[src/rtl/i2c_reg_seq_if.sv]
`default_nettype none
// ============================================================================
//  Module   : i2c_reg_seq_if
//  Brief    : Host request/done handshake plus byte-engine command bus
//             for the I2C register-access sequencer.
//  Revision : 1.0  initial release
// ============================================================================
interface i2c_reg_seq_if;
    // Host side
    logic        req;
    logic        wr_rd;
    logic [6:0]  dev_addr;
    logic [15:0] reg_addr;
    logic [7:0]  wdata;
    logic        busy;
    logic        done;
    logic        ack_err;
    logic [7:0]  rdata;
    // Byte-engine side
    logic [5:0]  eng_cmd;
    logic        eng_go;
    logic [7:0]  eng_data_tx;
    logic        eng_done;
    logic        eng_ack;
    logic [7:0]  eng_data_rx;

    // Sequencer view
    modport slave (
        input  req, wr_rd, dev_addr, reg_addr, wdata,
        input  eng_done, eng_ack, eng_data_rx,
        output busy, done, ack_err, rdata,
        output eng_cmd, eng_go, eng_data_tx
    );

    // Host + engine view
    modport master (
        output req, wr_rd, dev_addr, reg_addr, wdata,
        output eng_done, eng_ack, eng_data_rx,
        input  busy, done, ack_err, rdata,
        input  eng_cmd, eng_go, eng_data_tx
    );
endinterface
`default_nettype wire

[src/rtl/i2c_reg_seq.sv]
`default_nettype none
// ============================================================================
//  Module   : i2c_reg_seq
//  Brief    : Turns one host request into a complete I2C register write or
//             repeated-START register read by sequencing byte-engine steps.
//             Optional macro I2C_ADDR16_EN adds the high register-address byte.
//  Revision : 1.0  initial release
// ============================================================================
module i2c_reg_seq #(
    parameter logic [5:0] CMD_WR_STA = 6'd0,
    parameter logic [5:0] CMD_RD     = 6'd1,
    parameter logic [5:0] CMD_WR     = 6'd2,
    parameter logic [5:0] CMD_STO    = 6'd3,
    parameter logic [5:0] CMD_NACK   = 6'd6
) (
    input  wire logic    clk,
    input  wire logic    rst_n,
    i2c_reg_seq_if.slave bus
);

    localparam logic [3:0] S_IDLE  = 4'd0;
    localparam logic [3:0] S_DEV_W = 4'd1;
`ifdef I2C_ADDR16_EN
    localparam logic [3:0] S_REG_H = 4'd2;
`endif
    localparam logic [3:0] S_REG_L = 4'd3;
    localparam logic [3:0] S_WDATA = 4'd4;
    localparam logic [3:0] S_DEV_R = 4'd5;
    localparam logic [3:0] S_RDATA = 4'd6;
    localparam logic [3:0] S_NACK  = 4'd7;
    localparam logic [3:0] S_STOP  = 4'd8;
    localparam logic [3:0] S_FIN   = 4'd9;

    logic [3:0] r_state;
    logic       r_adv;          // engine step finished; advance next cycle
    logic       r_wr_rd;
    logic [6:0] r_dev;
    logic [7:0] r_reg_l;
    logic [7:0] r_wdata;
    logic       r_busy;
    logic       r_done;
    logic       r_ack_err;
    logic [7:0] r_rdata;
    logic [5:0] r_cmd;
    logic       r_go;
    logic [7:0] r_data_tx;
`ifdef I2C_ADDR16_EN
    logic [7:0] r_reg_h;
`else
    logic       w_unused_reg_h;
    assign w_unused_reg_h = ^bus.reg_addr[15:8];
`endif

    logic       w_wr_step;
    logic [3:0] w_next;
    logic [3:0] w_tgt;
    logic [6:0] w_dev;
    logic [5:0] w_tx_cmd;
    logic [7:0] w_tx_data;

    assign bus.busy        = r_busy;
    assign bus.done        = r_done;
    assign bus.ack_err     = r_ack_err;
    assign bus.rdata       = r_rdata;
    assign bus.eng_cmd     = r_cmd;
    assign bus.eng_go      = r_go;
    assign bus.eng_data_tx = r_data_tx;

    // Steps whose byte is written by the master and therefore ACK-checked
    always_comb begin
        w_wr_step = 1'b0;
        case (r_state)
            S_DEV_W, S_REG_L, S_WDATA, S_DEV_R: w_wr_step = 1'b1;
`ifdef I2C_ADDR16_EN
            S_REG_H:                            w_wr_step = 1'b1;
`endif
            default:                            w_wr_step = 1'b0;
        endcase
    end

    // A NACK on any written byte diverts straight to STOP so the bus is freed
    always_comb begin
        w_next = S_FIN;
        if (w_wr_step && r_ack_err) begin
            w_next = S_STOP;
        end else begin
            case (r_state)
`ifdef I2C_ADDR16_EN
                S_DEV_W: w_next = S_REG_H;
                S_REG_H: w_next = S_REG_L;
`else
                S_DEV_W: w_next = S_REG_L;
`endif
                S_REG_L: w_next = r_wr_rd ? S_DEV_R : S_WDATA;
                S_WDATA: w_next = S_STOP;
                S_DEV_R: w_next = S_RDATA;
                S_RDATA: w_next = S_NACK;
                S_NACK:  w_next = S_STOP;
                default: w_next = S_FIN;
            endcase
        end
    end

    // Command/data for the step about to be launched; from IDLE the address
    // comes straight from the host inputs because it is latched the same edge.
    always_comb begin
        w_tgt     = r_adv ? w_next : S_DEV_W;
        w_dev     = (r_state == S_IDLE) ? bus.dev_addr : r_dev;
        w_tx_cmd  = CMD_STO;
        w_tx_data = 8'h00;
        case (w_tgt)
            S_DEV_W: begin
                w_tx_cmd  = CMD_WR_STA;
                w_tx_data = {w_dev, 1'b0};
            end
`ifdef I2C_ADDR16_EN
            S_REG_H: begin
                w_tx_cmd  = CMD_WR;
                w_tx_data = r_reg_h;
            end
`endif
            S_REG_L: begin
                w_tx_cmd  = CMD_WR;
                w_tx_data = r_reg_l;
            end
            S_WDATA: begin
                w_tx_cmd  = CMD_WR;
                w_tx_data = r_wdata;
            end
            S_DEV_R: begin
                w_tx_cmd  = CMD_WR_STA;
                w_tx_data = {r_dev, 1'b1};
            end
            S_RDATA: w_tx_cmd = CMD_RD;
            S_NACK:  w_tx_cmd = CMD_NACK;
            default: w_tx_cmd = CMD_STO;
        endcase
    end

    always_ff @(posedge clk or negedge rst_n) begin
        if (!rst_n) begin
            r_state   <= S_IDLE;
            r_adv     <= 1'b0;
            r_wr_rd   <= 1'b0;
            r_dev     <= 7'd0;
            r_reg_l   <= 8'h00;
            r_wdata   <= 8'h00;
            r_busy    <= 1'b0;
            r_done    <= 1'b0;
            r_ack_err <= 1'b0;
            r_rdata   <= 8'h00;
            r_cmd     <= 6'd0;
            r_go      <= 1'b0;
            r_data_tx <= 8'h00;
`ifdef I2C_ADDR16_EN
            r_reg_h   <= 8'h00;
`endif
        end else begin
            r_go   <= 1'b0;
            r_done <= 1'b0;
            case (r_state)
                S_IDLE: begin
                    if (bus.req) begin
                        r_wr_rd   <= bus.wr_rd;
                        r_dev     <= bus.dev_addr;
                        r_reg_l   <= bus.reg_addr[7:0];
`ifdef I2C_ADDR16_EN
                        r_reg_h   <= bus.reg_addr[15:8];
`endif
                        r_wdata   <= bus.wdata;
                        r_ack_err <= 1'b0;
                        r_busy    <= 1'b1;
                        r_adv     <= 1'b0;
                        r_state   <= S_DEV_W;
                        r_go      <= 1'b1;
                        r_cmd     <= w_tx_cmd;
                        r_data_tx <= w_tx_data;
                    end
                end
                S_FIN: begin
                    r_state <= S_IDLE;
                end
                default: begin
                    if (r_adv) begin
                        r_adv <= 1'b0;
                        if (w_next == S_FIN) begin
                            r_state <= S_FIN;
                            r_busy  <= 1'b0;
                            r_done  <= 1'b1;
                        end else begin
                            r_state   <= w_next;
                            r_go      <= 1'b1;
                            r_cmd     <= w_tx_cmd;
                            r_data_tx <= w_tx_data;
                        end
                    end else if (bus.eng_done) begin
                        r_adv <= 1'b1;
                        if (w_wr_step && bus.eng_ack) begin
                            r_ack_err <= 1'b1;
                        end
                        if (r_state == S_RDATA) begin
                            r_rdata <= bus.eng_data_rx;
                        end
                    end
                end
            endcase
        end
    end

endmodule
`default_nettype wire

[src/flat_wrapper.sv]
// flat-port wrapper written by rule: the top's interface ports become plain ports
module i2c_reg_seq_flat 
#(
    parameter logic [5:0] CMD_WR_STA = 6'd0,
    parameter logic [5:0] CMD_RD     = 6'd1,
    parameter logic [5:0] CMD_WR     = 6'd2,
    parameter logic [5:0] CMD_STO    = 6'd3,
    parameter logic [5:0] CMD_NACK   = 6'd6
)
  (clk, rst_n, bus_req, bus_wr_rd, bus_dev_addr, bus_reg_addr, bus_wdata, bus_eng_done, bus_eng_ack, bus_eng_data_rx, bus_busy, bus_done, bus_ack_err, bus_rdata, bus_eng_cmd, bus_eng_go, bus_eng_data_tx);
  i2c_reg_seq_if bus_i ();
  input  wire logic clk;
  input  wire logic rst_n;
  input wire logic [$bits(bus_i.req)-1:0] bus_req;
  input wire logic [$bits(bus_i.wr_rd)-1:0] bus_wr_rd;
  input wire logic [$bits(bus_i.dev_addr)-1:0] bus_dev_addr;
  input wire logic [$bits(bus_i.reg_addr)-1:0] bus_reg_addr;
  input wire logic [$bits(bus_i.wdata)-1:0] bus_wdata;
  input wire logic [$bits(bus_i.eng_done)-1:0] bus_eng_done;
  input wire logic [$bits(bus_i.eng_ack)-1:0] bus_eng_ack;
  input wire logic [$bits(bus_i.eng_data_rx)-1:0] bus_eng_data_rx;
  output wire logic [$bits(bus_i.busy)-1:0] bus_busy;
  output wire logic [$bits(bus_i.done)-1:0] bus_done;
  output wire logic [$bits(bus_i.ack_err)-1:0] bus_ack_err;
  output wire logic [$bits(bus_i.rdata)-1:0] bus_rdata;
  output wire logic [$bits(bus_i.eng_cmd)-1:0] bus_eng_cmd;
  output wire logic [$bits(bus_i.eng_go)-1:0] bus_eng_go;
  output wire logic [$bits(bus_i.eng_data_tx)-1:0] bus_eng_data_tx;
  assign bus_i.req = bus_req;
  assign bus_i.wr_rd = bus_wr_rd;
  assign bus_i.dev_addr = bus_dev_addr;
  assign bus_i.reg_addr = bus_reg_addr;
  assign bus_i.wdata = bus_wdata;
  assign bus_i.eng_done = bus_eng_done;
  assign bus_i.eng_ack = bus_eng_ack;
  assign bus_i.eng_data_rx = bus_eng_data_rx;
  assign bus_busy = bus_i.busy;
  assign bus_done = bus_i.done;
  assign bus_ack_err = bus_i.ack_err;
  assign bus_rdata = bus_i.rdata;
  assign bus_eng_cmd = bus_i.eng_cmd;
  assign bus_eng_go = bus_i.eng_go;
  assign bus_eng_data_tx = bus_i.eng_data_tx;
  i2c_reg_seq #(.CMD_WR_STA(CMD_WR_STA), .CMD_RD(CMD_RD), .CMD_WR(CMD_WR), .CMD_STO(CMD_STO), .CMD_NACK(CMD_NACK)) u_core (.clk(clk), .rst_n(rst_n), .bus(bus_i));
endmodule
[config.mk]
export PLATFORM = sky130hd
export DESIGN_NAME = i2c_reg_seq_flat
export DESIGN_NICKNAME = d
export VERILOG_FILES = /design/src/rtl/i2c_reg_seq_if.sv /design/src/rtl/i2c_reg_seq.sv /design/src/flat_wrapper.sv
export SDC_FILE = /design/constraint.sdc
export NUM_CORES = 1
export LEC_CHECK = 0
export ABC_CLOCK_PERIOD_IN_PS = 4250
export CORE_ASPECT_RATIO = 0.7
export CORE_UTILIZATION = 51
export DETAILED_ROUTE_END_ITERATION = 16
export PLACE_DENSITY = 0.83
export SYNTH_ARGS = -nofsm -noshare
export SYNTH_HDL_FRONTEND = slang
export SYNTH_SLANG_ARGS = --single-unit
[constraint.sdc]
create_clock -name clk -period 4.25 [get_ports clk]
set_input_delay 0.425 -clock clk [delete_from_list [all_inputs] [get_ports clk]]
set_output_delay 0.425 -clock clk [all_outputs]
set_load 0.01 [all_outputs]
==> flow_summary_export.csv, run 1 <==
group,metric,value,unit
yosys,seq_area_frac_synth,51.1,%
detailed_routing,drt-total-wl,5520,um
yosys,syn_inst,235,
status,status,"finished clean",
yosys,synth_seq_cells,52,
yosys,synth_edf_count,0,
clock_network,clock_path_buffers,2,
floorplan,core,4780,sq um
clock_network,ctsHoldBuffers,0,
detailed_routing,first_iter_violations,167,
final_layout,layout.nets,332,
timing,fin_ws,1.96,ns
timing,setup-tns-final,0,ns
detailed_routing,wl_per_cell,15.5,um
floorplan,start_util,53.2,%
yosys,syn_area_per_cell,10.8,sq um
timing,period_needed,2.29,ns
final_layout,antenna_cells,0,
hold_path,hp-class,"input port to asynchronous set/reset pin",
detailed_routing,drc,0,
setup_path,crit_arrival,2.53,ns
timing,finalSetupViolCount,0,
place,io_buffers,59,
grt,grt_pass1_wl,8950,um
clock_network,clkSlewWorstSetupHoldPaths,0.10,ns
yosys,netlist_area,2550,sq um
clock_network,cts_htree_levels,2,
power_and_ir_drop,p_leak,1.34,nW
final_layout,drive_above_1_share,13.9,%
detailed_routing,wl_met2,2360,um
detailed_routing,first_pass_iters,4,
clock_network,numCtsBuffers,5,
place,place_hpwl,3600,um
power_and_ir_drop,power_density,685,nW/um^2
detailed_routing,viasPerCell,5.62,
grt,grt.overflow.total,0,
grt,grt_start_max_net_pins,53,
clock_network,cts_tree,"yes",
detailed_routing,wl_met3,332,um
yosys,synth_most_common_cell,"dfrtp_1",
floorplan,die_y,61.1,um
setup_path,end_kind,"flip-flop",
setup_path,worstPathMaxFanout,33,
detailed_routing,num_vias,2006,
setup_path,r2r_slack,1.96,ns
yosys,synth.top_cell.area_share,51.1,%
setup_path,path_class,"flip-flop to flip-flop",
job,maxCapViolations,0,
yosys,postSynth.asyncResetShare,100,%
clock_network,clkSinkCount,52,
yosys,synth_common_cells,"52 x dfrtp_1, 27 x o21ai_0, 26 x mux2_2",
setup_path,rr_worst_depth,4,
clock_network,clk_latency,0.32,ns
yosys,yosysTopAreaCell,"dfrtp_1",
setup_path,cp-start-kind,"flip-flop",
setup_path,worst_ep_required_time,4.49,ns
clock_network,cts_root_buf,"clkbuf_8",
yosys,ys_top_cells_by_area,"dfrtp_1 51%, mux2_2 11%, o21ai_0 5.3%",
yosys,synth_warnings,0,
yosys,synth_top_flop_cell,"dfrtp_1",
detailed_routing,highest_layer,"met4",
timing,tightest_slew,0.930,ns
clock_network,cts_resized,0,
floorplan,ios,71,
place,place_worst_setup_slack,1.99,ns
detailed_routing,ant_nets,0,
timing,relSlewSlack,38.0,%
timing,hold_viol_final,0,
grt,grt_pass1_vias,1794,
timing,post-route-period-util,53.9,%
final_layout,syn2layout_area_growth,27.0,%
timing,max_clock_freq,0.436,GHz
grt,grt.total_usage,22.6,%
power_and_ir_drop,ir_worst_vdd,0.303,mV
clock_network,post_cts_buffers,0,
timing,rsz0062_at_grt,"no",
timing,fin_skew,0.0104,ns
floorplan,fp.dieArea,5280,sq um
floorplan,placementRows,21,
yosys,synth.distinct_cells,44,
place,place.gp.congestion,0.830,
grt,antenna_found_initial,0,
detailed_routing,wl_met1,2730,um
timing,drv_slew,0,
floorplan,die_w,86.5,um
## per-layer routing
| layer | GRT usage (%) | up-vias |
|---|---|---|
| met2 | 32.0 | 78 |
| li1 | - | 957 |
| met3 | 5.23 | 10 |
| met1 | 33.4 | 961 |
| met4 | 10.0 | 0 |
| met5 | 0 | - |
## layout by cell type, fill, tap and decap left out, drive strengths merged, types with 2 or more instances in the layout
cell           netlist  layout
nor3b                7       7
clkinv               1       2
a2bb2oi              2       2
conb                 1       3
a32o                 2       2
clkbuf              10       6
buf                  9       4
a31oi               14      14
inv                 15      15
nand3                8       8
o21ai               27      27
nor2                 9       9
dfrtp               52      52
mux2                32      32
o22ai                2       2
a21oi                6       6
nor2b                4       4
a22o                 2       2
nand2b               3       3
clkdlybuf4s50        0      58
a22oi                8       8
nand2                3       3
## worst paths after layout
kind / startpoint / end
worst max register to register: u_core.r_state[1] / u_core.bus.eng_data_tx[1]
worst min register to register: u_core.bus.eng_cmd[2] / u_core.bus.eng_cmd[2]
min in group clk: u_core.bus.eng_cmd[2] / u_core.bus.eng_cmd[2]
worst min-delay path: rst_n / u_core.bus.rdata[5]
worst max-delay path: u_core.r_state[1] / u_core.bus.eng_data_tx[1]
max in group asynchronous: rst_n / u_core.r_wdata[2]
## cells by family after synthesis
| kind of cell | count (synthesis) | synth area share, % |
|---|---|---|
| buffers and inverters | 35 | 6.39 |
| flip-flops | 52 | 51.1 |
| multiplexers | 32 | 14.2 |
| AND/OR/NAND/NOR | 44 | 10.7 |
| other | 1 | 0.147 |
| AO/OA/AOI/OAI | 71 | 17.5 |
## layout make-up
| class | count | area (sq um) |
|---|---|---|
| Multi-Input combinational cell | 150 | 1090 |
| Fill cell | 382 | 1550 |
| Clock inverter | 2 | 16.3 |
| Inverter | 16 | 60.1 |
| Tap cell | 69 | 86.3 |
| Clock buffer | 6 | 72.6 |
| Sequential cell | 52 | 1300 |
| Timing Repair Buffer | 62 | 608 |
## registers in the layout, summed over array words and instances (netlist names), 3 cells and up
signal                  count
u_core.bus.eng_cmd          3
u_core.bus.eng_data_tx      8
u_core.bus.rdata            8
u_core.r_dev                7
u_core.r_reg_l              8
u_core.r_state              4
u_core.r_wdata              8
## worst max-delay path: stages, from the launching register on
cell	delay, ns
dfrtp_1	0.74
or4_1	0.91
nor3b_1	0.31
a31oi_1	0.08
a31oi_1	0.18
## through the flow
step                      cells  utilization (%)  hold WS, ns  power, mW  area, sq um
final                       357             67.6        0.220       2.22         3230
after global routing        357             67.6        0.275       2.38         3230
after CTS                   357             67.6        0.237       2.22         3230
after detailed placement    349             65.8        0.477       1.93         3150
after global placement      349             65.8        0.475       1.90         3150
after floorplan             237                -        0.129       1.58         2550
## where the power goes
| part | internal, mW | total [mW] | switching (mW) |
|---|---|---|---|
| registers | 0.720 | 0.957 | 0.237 |
| logic | 0.509 | 0.971 | 0.463 |
| clock network | 0.118 | 0.288 | 0.170 |
| total | 1.35 | 2.22 | 0.870 |
(Power assumes the default switching activity.)
==> run 2: changes to the inputs <==
--- a/config.mk
+++ b/config.mk
@@ -5,11 +5,11 @@
 export SDC_FILE = /design/constraint.sdc
 export NUM_CORES = 1
 export LEC_CHECK = 0
-export ABC_CLOCK_PERIOD_IN_PS = 4250
+export ABC_CLOCK_PERIOD_IN_PS = 2300
 export CORE_ASPECT_RATIO = 0.7
-export CORE_UTILIZATION = 51
+export CORE_UTILIZATION = 48
 export DETAILED_ROUTE_END_ITERATION = 16
-export PLACE_DENSITY = 0.83
+export PLACE_DENSITY = 0.79
 export SYNTH_ARGS = -nofsm -noshare
 export SYNTH_HDL_FRONTEND = slang
 export SYNTH_SLANG_ARGS = --single-unit
==> constraint.sdc (replaced) <==
create_clock -name clk -period 2.3 [get_ports clk]
set_input_delay 0.23 -clock clk [delete_from_list [all_inputs] [get_ports clk]]
set_output_delay 0.23 -clock clk [all_outputs]
set_load 0.01 [all_outputs]
==> flow_summary_export.csv, run 2 (synthesis gave the netlist of run 1 again) <==
group,metric,value,unit
status,status,"finished clean",
detailed_routing,ant_nets,0,
detailed_routing,drt-total-wl,6080,um
final_layout,antenna_cells,0,
final_layout,final_common_cell,"clkdlybuf4s50_1",
setup_path,rr_endpoint,"u_core.bus.eng_data_tx[1]",
power_and_ir_drop,p_leak,1.39,nW
setup_path,r2r-start,"u_core.r_state[0]",
detailed_routing,wl_per_cell,16.6,um
timing,fin_skew,0.00766,ns
power_and_ir_drop,power_density,1280,nW/um^2
floorplan,die_w,89.1,um
timing,setup-tns-final,0,ns
timing,finalSetupViolCount,0,
timing,fin_ws,0.287,ns
floorplan,die_y,62.9,um
timing,rsz0062_at_grt,"no",
detailed_routing,drc,0,
clock_network,cts_resized,0,
hold_path,hp-class,"input port to asynchronous set/reset pin",
clock_network,clkSlewWorstSetupHoldPaths,0.09,ns
clock_network,ctsHoldBuffers,1,
timing,hold_viol_final,0,
place,placed_cell_area,3230,sq um
final_layout,regArea,1300,sq um
clock_network,clk_latency,0.31,ns
final_layout,layout_common_cells,"58 x clkdlybuf4s50_1, 52 x dfrtp_1, 27 x o21ai_0",
floorplan,ios,71,
setup_path,path_class,"flip-flop to flip-flop",
grt,grt.total_usage,24.5,%
timing,drv_slew,0,
timing,relSlewSlack,63.1,%
detailed_routing,first_iter_violations,188,
grt,grt.overflow.total,0,
place,io_buffers,59,
setup_path,cp-start-kind,"flip-flop",
final_layout,syn2layout_area_growth,31.0,%
power_and_ir_drop,ir_worst_vdd,0.490,mV
clock_network,cts_htree_levels,2,
detailed_routing,viasPerCell,5.67,
timing,tightest_slew,0.554,ns
setup_path,worst_ep_required_time,2.53,ns
grt,grt_pass1_vias,2087,
place,place_hpwl,4350,um
setup_path,r2r_slack,0.29,ns
grt,grt_start_max_net_pins,31,
setup_path,worstPathMaxFanout,17,
grt,antenna_found_initial,0,
floorplan,placementRows,21,
setup_path,end_kind,"flip-flop",
clock_network,post_cts_buffers,0,
final_layout,drive_above_1_share,16.2,%
clock_network,cts_tree,"yes",
floorplan,start_util,51.5,%
final_layout,stdcell_area,3330,sq um
place,place_worst_setup_slack,0.223,ns
final_layout,fillers,397,
floorplan,fp.dieArea,5600,sq um
timing,max_clock_freq,0.497,GHz
clock_network,clkSinkCount,52,
detailed_routing,num_vias,2075,
final_layout,multi_input_area,1090,sq um
grt,grt_pass1_wl,10200,um
timing,period_needed,2.01,ns
place,place.gp.congestion,0.889,
detailed_routing,first_pass_iters,4,
floorplan,core,4940,sq um
job,maxCapViolations,0,
setup_path,crit_arrival,2.25,ns
clock_network,numCtsBuffers,5,
timing,holdWs,0.427,ns
setup_path,rr_worst_depth,6,
clock_network,clock_path_buffers,2,
timing,post-route-period-util,87.5,%
clock_network,cts_root_buf,"clkbuf_8",
final_layout,layout.nets,341,
## run 2: worst max-delay path, stage by stage (launching register included)
cell	delay, ns
dfrtp_1	0.45
buf_4	0.20
or4b_1	0.50
a21o_1	0.24
inv_2	0.24
o21ai_0	0.14
a31oi_1	0.15
## run 2: layout make-up
class / instances / share of cell area [%]
Sequential cell: 52 / 39.0
Clock buffer: 7 / 2.59
Clock inverter: 1 / 0.225
Inverter: 16 / 1.80
Multi-Input combinational cell: 150 / 32.7
Tap cell: 69 / 2.59
Timing Repair Buffer: 71 / 21.1
## run 2: metrics by stage
stage	utilization, %	power, mW	cells
detailed placement	65.4	3.71	357
CTS	67.5	4.27	366
global placement	65.4	3.63	357
finish	67.5	4.26	366
floorplan	-	2.92	237
global route	67.5	4.61	366
## run 2: worst max path at each step
| stage | end | start | slack, ns | depth (start not counted) |
|---|---|---|---|---|
| after floorplan | u_core.bus.eng_data_tx[1] | u_core.r_state[2] | 0.60 | 6 |
| after detailed placement | u_core.bus.eng_data_tx[1] | bus_req | 0.22 | 6 |
| after global routing | u_core.bus.eng_data_tx[5] | u_core.r_state[1] | 0.1 | 4 |
| after global placement | u_core.bus.eng_data_tx[6] | bus_req | 0.29 | 6 |
| final | u_core.bus.eng_data_tx[1] | u_core.r_state[0] | 0.29 | 6 |
| after CTS | u_core.bus.eng_data_tx[1] | u_core.r_state[0] | 0.30 | 6 |
## run 2: per-layer routing
layer	global-route usage, %	vias to the layer above	part of all wire [%]
met5	0	-	0
met4	5.75	0	0.87
met3	7.27	5	9.2
met2	37.6	100	45
met1	34.3	992	45
li1	-	978	-
## run 2: power by group
part | switching, mW | leakage [nW] | internal, mW
Clock | 0.299 | 0.0445 | 0.245
Combinational | 1.03 | 0.705 | 1.03
Sequential | 0.323 | 0.645 | 1.34
==> run 3: changes to the inputs <==
--- a/config.mk
+++ b/config.mk
@@ -8,8 +8,10 @@
 export ABC_CLOCK_PERIOD_IN_PS = 2300
 export CORE_ASPECT_RATIO = 0.7
 export CORE_UTILIZATION = 48
+export CTS_CLUSTER_DIAMETER = 150
 export DETAILED_ROUTE_END_ITERATION = 16
 export PLACE_DENSITY = 0.79
+export SKIP_CTS_REPAIR_TIMING = 1
 export SYNTH_ARGS = -nofsm -noshare
 export SYNTH_HDL_FRONTEND = slang
 export SYNTH_SLANG_ARGS = --single-unit
==> constraint.sdc (replaced) <==
create_clock -name clk -period 2.3 [get_ports clk]
set_input_delay 0.23 -clock clk [delete_from_list [all_inputs] [get_ports clk]]
set_output_delay 0.23 -clock clk [all_outputs]
set_load 0.05 [all_outputs]
==> results of run 3 <==
Same layout as run 2 (identical final DEF). Status: finished clean.
Main changes from that run: via count of the first global-routing pass 2087 -> 2074; overall routing resource usage 24.5% -> 24.4%; met2 usage 37.6% -> 37.1%; total power 4.26 mW -> 4.74 mW; worst IR drop on VDD 0.490 mV -> 0.496 mV
